--- config.mk ---
export PLATFORM = sky130hd
export DESIGN_NAME = cook_timer_seq
export DESIGN_NICKNAME = d
export VERILOG_FILES = /design/src/rtl/cook_timer_seq.sv
export SDC_FILE = /design/constraint.sdc
export NUM_CORES = 1
export LEC_CHECK = 0
export ABC_AREA = 1
export CORE_UTILIZATION = 50
export CTS_BUF_LIST = sky130_fd_sc_hd__clkbuf_2 sky130_fd_sc_hd__clkbuf_4 sky130_fd_sc_hd__clkbuf_8
export CTS_CLUSTER_DIAMETER = 50
export DETAILED_ROUTE_END_ITERATION = 12
export PLACE_DENSITY = 0.8
export SYNTH_ARGS = -nofsm -noshare
export SYNTH_HDL_FRONTEND = slang
export SYNTH_SLANG_ARGS = --single-unit
export TNS_END_PERCENT = 100
--- constraint.sdc ---
create_clock -name clk -period 1.7 [get_ports clk]
set_input_delay 0.17 -clock clk [delete_from_list [all_inputs] [get_ports clk]]
set_output_delay 0.17 -clock clk [all_outputs]
set_load 0.05 [all_outputs]
--- src/rtl/cook_timer_seq.sv ---
// cook_timer_seq: IDLE/RUN/PAUSE/ALARM sequencer for the kitchen cook timer.
// Drives the load/decrement/clear strobes of the set and count datapath,
// the display select, a pulsed alarm buzzer and the one-hot status LEDs.
module cook_timer_seq #(
  parameter int unsigned ALARM_SEC = 10,
  parameter int unsigned BEEP_MS   = 250
) (
  input  logic       clk,
  input  logic       reset_p,
  input  logic       start_pe,
  input  logic       clear_pe,
  input  logic       any_btn_pe,
  input  logic       tick_msec,
  input  logic       tick_sec,
  input  logic       set_zero,
  input  logic       count_zero,
  output logic       load_en,
  output logic       count_tick,
  output logic       set_en,
  output logic       set_clear,
  output logic       show_count,
  output logic       alarm,
  output logic       buzzer,
  output logic [3:0] state_led
);

  typedef enum logic [1:0] {
    IDLE  = 2'd0,
    RUN   = 2'd1,
    PAUSE = 2'd2,
    ALARM = 2'd3
  } state_t;

  localparam logic [7:0] ASEC_LAST = 8'(ALARM_SEC);
  localparam logic [9:0] BEEP_LAST = 10'(BEEP_MS);

  state_t     state;
  state_t     state_nxt;
  logic       load_nxt;
  logic       clear_nxt;
  logic [7:0] asec_cnt;
  logic [9:0] beep_cnt;
  logic       asec_done;

  // Alarm times out on the tick that brings the second count up to ALARM_SEC.
  assign asec_done = tick_sec && ((asec_cnt + 8'd1) == ASEC_LAST);

  // Decrement strobe is combinational so a counter already at zero is never stepped.
  assign count_tick = tick_sec & (state == RUN) & ~load_en & ~count_zero;

  // Next-state and one-cycle strobe decisions.
  always_comb begin
    state_nxt = state;
    load_nxt  = 1'b0;
    clear_nxt = 1'b0;
    case (state)
      IDLE: begin
        if (clear_pe) begin
          clear_nxt = 1'b1;
        end else if (start_pe && !set_zero) begin
          state_nxt = RUN;
          load_nxt  = 1'b1;
        end
      end
      RUN: begin
        if (clear_pe) begin
          state_nxt = IDLE;
          clear_nxt = 1'b1;
        end else if (count_zero && !load_en) begin
          // count_zero is stale while the load is in flight, so it is ignored then
          state_nxt = ALARM;
        end else if (start_pe) begin
          state_nxt = PAUSE;
        end
      end
      PAUSE: begin
        if (clear_pe) begin
          state_nxt = IDLE;
          clear_nxt = 1'b1;
        end else if (start_pe) begin
          state_nxt = RUN;
        end
      end
      default: begin
        if (any_btn_pe || asec_done) begin
          state_nxt = IDLE;
        end
      end
    endcase
  end

  // State register, registered status outputs and alarm second/beep counters.
  always_ff @(posedge clk) begin
    if (reset_p) begin
      state      <= IDLE;
      load_en    <= 1'b0;
      set_clear  <= 1'b0;
      alarm      <= 1'b0;
      buzzer     <= 1'b0;
      set_en     <= 1'b1;
      show_count <= 1'b0;
      state_led  <= 4'b0001;
      asec_cnt   <= '0;
      beep_cnt   <= '0;
    end else begin
      state      <= state_nxt;
      load_en    <= load_nxt;
      set_clear  <= clear_nxt;
      alarm      <= (state_nxt == ALARM);
      set_en     <= (state_nxt == IDLE);
      show_count <= (state_nxt != IDLE);
      case (state_nxt)
        IDLE:    state_led <= 4'b0001;
        RUN:     state_led <= 4'b0010;
        PAUSE:   state_led <= 4'b0100;
        default: state_led <= 4'b1000;
      endcase

      if (state_nxt == ALARM && state != ALARM) begin
        asec_cnt <= '0;
        beep_cnt <= '0;
        buzzer   <= 1'b1;
      end else if (state_nxt == ALARM) begin
        if (tick_sec) begin
          asec_cnt <= asec_cnt + 8'd1;
        end
        if (tick_msec) begin
          if ((beep_cnt + 10'd1) == BEEP_LAST) begin
            beep_cnt <= '0;
            buzzer   <= ~buzzer;
          end else begin
            beep_cnt <= beep_cnt + 10'd1;
          end
        end
      end else begin
        asec_cnt <= '0;
        beep_cnt <= '0;
        buzzer   <= 1'b0;
      end
    end
  end

endmodule

==> results.md, run 1 <==
* Clock buffer depth at 2
* Sequential area share after synthesis at 0.344
* FF-to-FF setup slack at 20 ps
* H-tree depth at 1
* First-pass GRT wire length at 5.50 mm
* Starting Density at 0.529
* Clk Tree Root Cell: clkbuf_4
* Num CTS Buffers at 3
* CP Launch Type: flop
* I/O pin count at 20
* Synth cell types at 24
* Max Fclk at 0.595 GHz
* Pre-antenna DRT Iters at 4
* Area of the multi-input gates at 1100 um^2
* DR WL/cell at 12.1 um
* Chip height at 59.1 um
* Run status: finished clean
* Cell Area, Synth at 1630 um^2
* Initial antenna violation count at 0
* Fin crit period at 1680 ps
* Seq cells post-synth at 28
* Clock latency on the worst-skew pair at 350 ps
* Comb power frac at 0.103
* Detailed-placement wirelength estimate at 2.47 mm
* Mapped Avg Cell Area at 6.22 um^2
* Antenna diode count at 0
* Setup Total Neg Slack at 0 ps
* MaxCap Viol Count at 0
* Final setup violation count at 0
* GRT Util Overall at 0.205
* CTS Hold Buffers Added at 0
* Clk slew on worst S/H paths at 150 ps
* Commonest cells after routing, fill and taps aside: nand2_1 (54), nor2_1 (46), inv_1 (39)
* Seq pwr share at 0.594
* Crit path kind: reg2reg
* Area Growth Syn to Fin at 36.8%
* Placement-stage cell area at 1890 um^2
* Gpl congestion at 0.910
* Pwr dens at 498 nW/um^2
* Fin crit share at 0.989
* CP max FO at 5
* HP Class: in2reg
* Die area at 3490 um^2
* Total gr overflow at 0
* Row count at 20
* Final Max Tran Viols at 0
* Synth top area share at 0.344
* Sw power at 0.000276 W
* Ranking of synthesized cells by area: dfxtp_1 (34%), nand2_1 (15%), nor2_1 (15%), inv_1 (9.4%), nand3_1 (5.5%)
* Critical Path AT at 1930 ps
* Storage cell area at 579 um^2
* Vias at 1688
* Worst vdd ir at 0.620 mV
* Worst-margin pin slew at 506 ps
* Synth Instances at 262
* Die Width at 59.1 um
* Port Buffer Count at 19
* Residual DRC at 0
* Sw Ratio at 0.249
* Routed Wire Length at 4.06 mm
* WP data required at 1950 ps
* Vias in the first global route at 1360
* Clock skew at 12.2 ps
* Total power at 0.00111 W
* Proportion of layout cells with a drive suffix above 1 at 0.247
* Iteration-0 DRC count of the detailed router at 102
* RSZ-0062 raised after global routing: true
* TritonCTS Sinks at 28
* Largest area contributor in the netlist: dfxtp_1
* Final hold violation count at 0
* Clock network fraction of design power at 0.303
* Leakage at 0.990 nW
* Vias per cell at 5.04
* Slew headroom at 0.662
* Routed Antenna Nets at 0
* Fillcell total at 234
* Final Cell Area at 2230 um^2
* Int Power at 0.000833 W
* Post-Syn Nets at 275
* Yosys warns at 0
* Core box area at 3080 um^2
* CTS tree: built
* Pin count of the biggest net entering global routing at 19
* Most common cell after layout, fill and taps aside: nand2_1
* Fin nets at 305
* Crit end category: flop
==> cells by family after synthesis <==
logic type	Yosys count	synth area share
buf+inv	49	0.123
fa+ha+maj	4	0.0307
compound gates	19	0.0584
flops	28	0.344
mux	2	0.0123
xor+xnor	5	0.0315
simple gates	155	0.400
==> per-stage QoR <==
step	worst slack, ps	utilization	hold slack [ps]	instances
floorplan	109	-	242	262
global placement	-3.53	0.615	536	326
detailed placement	-66.5	0.615	553	326
CTS	4.00	0.629	422	330
global route	-118	0.724	444	335
finish	19.2	0.724	411	335
==> Yosys cell counts <==
cell type   n
clkbuf_1    1
inv_1      41
o21ai_0    11
nand3_1    18
nand2_2     2
nand2_1    64
nor3_1      1
xor2_1      3
buf_4       2
nor2_1     63
mux2i_1     2
a21oi_1     8
buf_2       1
xor2_2      1
ha_1        4
nand4_1     3
inv_2       2
clkinv_1    1
xnor2_1     1
dfxtp_1    28
nand3_2     2
nand3_4     1
buf_6       1
nor2_4      1
==> critical path, stage by stage, from the launching register on <==
cell	delay [ps]
dfxtp_2	390
ha_4	160
nand2_4	70
inv_4	70
nor2_1	40
nor2_1	120
nand2_1	80
nor2_1	100
nand3_1	110
nand2_2	140
clkinv_4	110
nand3_4	130
nor2_2	50
==> path summary, 6_finish.rpt <==
| check | depth (start not counted) | start | endpoint |
|---|---|---|---|
| setup reg to reg | 12 | asec_cnt[0] | beep_cnt[9] |
| setup / recovery | 12 | asec_cnt[0] | beep_cnt[9] |
| hold reg to reg | 3 | state[0] | load_en |
| hold / removal | 2 | reset_p | load_en |
==> registers in the layout, summed over array words and instances, names as in the netlist, 2 cells and up <==
signal	count
state	2
asec_cnt	8
state_led	3
beep_cnt	10
==> layout make-up <==
| type | count | share of cell area |
|---|---|---|
| inverter | 44 | 0.0775 |
| multi-input combinational | 188 | 0.495 |
| clock buffer | 4 | 0.0163 |
| sequential | 28 | 0.260 |
| tap | 44 | 0.0247 |
| timing repair buffer | 27 | 0.126 |
==> what timing repair did <==
item | 4_1_cts | 5_1_grt
pin swaps | 2 | 18
gates resized for setup | 3 | 71
gates cloned | 0 | 3
buffers inserted | 0 | 2
endpoints found under the setup margin | 8 | 30
==> power groups by stage <==
stage	clock, W	sequential (W)	combinational, W
final	0.000336	0.000659	0.000114
after CTS	0.000333	0.000666	0.000107
after detailed placement	0	0.000680	0.000106
after global placement	0	0.000680	0.000106
after global routing	0.000357	0.000660	0.000123
after floorplan	0	0.000698	0.0000435
==> per-layer routing <==
layer,vias up,track usage,part of all wire,routed length (um)
li1,858,-,-,-
met1,764,0.257,0.40,1610
met2,59,0.352,0.53,2160
met3,7,0.0371,0.048,193
met4,0,0.0680,0.021,87
met5,-,0,0,0
No activity file was read; power rests on OpenSTA's default activity.
==> inputs of run 2 (changes only) <==
Settings changed: PLACE_DENSITY 0.8 to 0.77.
Clock period 1.7 ns to 1.6 ns, I/O delays scaled along.
==> run 2 against run 1 <==
The run now ends with negative setup slack left. Sequential cell count is the same. Clock power grew 5%. Critical path depth rose by 1. Via count rose by 2.3%. Sequential share of layout area decreased by 1.5 points. Maximum frequency increased by 3.8%. Largest cell class unchanged.
==> results.md, run 2 (synthesis gave the netlist of run 1 again) <==
* Run status: complete, but fails checks
* Failing checks: negative setup slack
* WP data required at 1850 ps (-100 ps)
* CP max FO at 7 (+2)
* H-tree depth at 1 (unchanged)
* Slowest CP cell: dfxtp_2
* Top layer used by detailed routing: met4
* CP Launch Type: flop
* Top Family by Delay on Critical Path: simple AND/OR/NAND/NOR gates
* Antenna diode count at 0 (unchanged)
* Pre-antenna DRT Iters at 4 (unchanged)
* Commonest cells after routing, fill and taps aside: nand2_1 (50), nor2_1 (47), inv_1 (36)
* Routed met1 length at 1.71 mm (+5.8%)
* Clock buffer depth at 2 (unchanged)
* Met2 routed WL at 2.00 mm (-7.5%)
* CTS tree: built
* Clock latency on the worst-skew pair at 330 ps (-20 ps)
* Clock skew at 8.61 ps (-3.55 ps)
* RR Endpoint: beep_cnt[0]
* Die Width at 59.1 um (unchanged)
* Worst-margin pin slew at 479 ps (-26.9 ps)
* Worst r2r src: beep_cnt[1]
* R2R depth at 13 (+1)
* Comb power frac at 0.103 (about the same)
* DR WL/cell at 11.3 um (-6.7%)
* Fin crit share at 1.01 (+0.0231)
* Crit path kind: reg2reg
* Biggest register: beep_cnt
* RSZ-0062 raised after global routing: true
* Sw power at 0.000290 W (+5.1%)
* Pwr dens at 500 nW/um^2 (+0.57%)
* TritonCTS Sinks at 28 (unchanged)
* Starting Density at 0.529 (unchanged)
* Core box area at 3080 um^2 (unchanged)
* Final hold violation count at 0 (unchanged)
* HP Class: in2reg
* GRT Util Overall at 0.225 (+0.0202)
* Slew headroom at 0.682 (+0.0197)
* Detailed-placement wirelength estimate at 2.52 mm (+1.9%)
* I/O pin count at 20 (unchanged)
* Total power at 0.00117 W (+5.9%)
* Initial antenna violation count at 0 (unchanged)
* Worst vdd ir at 0.388 mV (-37%)
* Vias in the first global route at 1524 (+12%)
* Leakage at 0.994 nW (+0.37%)
* Port Buffer Count at 19 (unchanged)
* Clk slew on worst S/H paths at 150 ps (about the same)
* Fin nets at 316 (+3.6%)
* CP cell instances: buf_6, nand2_4, buf_6, nor2_4, nand3_2, nand2_2, nand2_2, inv_1, nand3_4, nand2_2, nand2_1, nand2_1, nor2_1
* Sw Ratio at 0.247 (-0.00203)
* Num CTS Buffers at 3 (unchanged)
* Crit end category: flop
* Area Growth Syn to Fin at 44.1%
* MaxCap Viol Count at 0 (unchanged)
* Final setup violation count at 4 (+4)
* Row count at 20 (unchanged)
* Pin count of the biggest net entering global routing at 16 (-3)
* Most common cell after layout, fill and taps aside: nand2_1
* Fin crit period at 1620 ps (-61.9 ps)
* Proportion of layout cells with a drive suffix above 1 at 0.334 (+0.0870)
* Max FFs per register at 10 (unchanged)
* Clock network fraction of design power at 0.299 (-0.004)
* Total gr overflow at 0 (unchanged)
* Met3 Wirelength at 139 um (-28%)
* Critical Path AT at 1860 ps (-70 ps)
* Vias at 1727 (+2.3%)
* Max Fclk at 0.618 GHz (+3.8%)
* Chip height at 59.1 um (unchanged)
* Largest regs: beep_cnt: 10 flops, asec_cnt: 8 flops, state_led: 3 flops
* Worst path bufs/invs at 3 (+1)
* Gpl congestion at 0.895 (-1.7%)
* Iteration-0 DRC count of the detailed router at 102 (unchanged)
* Vias per cell at 4.99 (-0.94%)
* Die area at 3490 um^2 (unchanged)
* Clk Tree Root Cell: clkbuf_4
* Hold Path Depth at 2 (unchanged)
* Routed Wire Length at 3.91 mm (-3.6%)
* FF-to-FF setup slack at -20 ps (-40 ps)
* PnR worst setup slack at -18.9 ps (-38.1 ps)
* Crit-path most repeated cell: nand2_2
* Residual DRC at 0 (unchanged)
* Slowest stage delay, CP at 390 ps (about the same)
* Worst Hold Path EP: load_en
* Seq pwr share at 0.598 (+0.004)
* Fin Hold WS at 428 ps (+16.9 ps)
* First-pass GRT wire length at 6.11 mm (+11%)
* Hold Path Origin: reset_p
* Routed Antenna Nets at 0 (unchanged)
* Setup Total Neg Slack at -23.5 ps (-23.5 ps)
* Final Max Tran Viols at 0 (unchanged)
* Int Power at 0.000885 W (+6.2%)
* Place WS at -106 ps (-39.4 ps)
==> run 2: cell count changes in the layout (fill, tap and decap cells not counted), moves of 4 or more <==
cell	change
nor2_2	-6
nand2_1	-4
buf_4	+17
nand3_1	-4
dlymetal6s2s_1	-4
clkdlybuf4s50_1	-6
nand3_2	+4
nor2_4	+5
==> run 2: power by group through the flow <==
stage          Combinational (W)  Sequential [W]  Clock, W
2_1_floorplan          0.0000462        0.000742         0
3_3_place_gp            0.000111        0.000723         0
3_5_place_dp            0.000112        0.000722         0
4_1_cts                 0.000114        0.000707  0.000354
5_1_grt                 0.000130        0.000703  0.000375
6_report                0.000121        0.000702  0.000352
==> run 2: stage by stage <==
step	utilization	cell area, um^2	instances
6_report	0.763	2350	346
5_1_grt	0.763	2350	346
4_1_cts	0.691	2130	345
3_5_place_dp	0.633	1950	336
3_3_place_gp	0.633	1950	336
2_1_floorplan	-	1630	262
==> run 2: per-layer routing <==
layer  global-route usage  vias to the layer above
met5                    0                        -
met4               0.0714                        0
met3               0.0306                        9
met2                0.396                       43
met1                0.283                      790
li1                     -                      885
==> run 2: cell type report <==
cell class                 instances  area, um^2
tap                               44        55.1
inverter                          44         175
sequential                        28         576
fill                             241         731
clock buffer                       4        36.3
multi-input combinational        188        1170
timing repair buffer              38         339
==> run 2: how the worst max path moves through the flow <==
| stage | from | end | cells past startpoint |
|---|---|---|---|
| final | beep_cnt[1] | beep_cnt[0] | 13 |
| after floorplan | beep_cnt[0] | beep_cnt[0] | 12 |
| after global routing | beep_cnt[1] | buzzer | 13 |
| after CTS | asec_cnt[0] | beep_cnt[7] | 10 |
| after detailed placement | asec_cnt[1] | asec_cnt[0] | 10 |
| after global placement | asec_cnt[1] | beep_cnt[0] | 12 |
==> run 2: timing repair <==
action / CTS / global route
setup endpoints to repair: 28 / 27
pin swaps: 12 / 20
endpoints found under the hold margin: 0 / 0
hold buffers: 0 / 0
setup buffers: 3 / 0
cloned: 2 / 1
gates resized for setup: 31 / 61
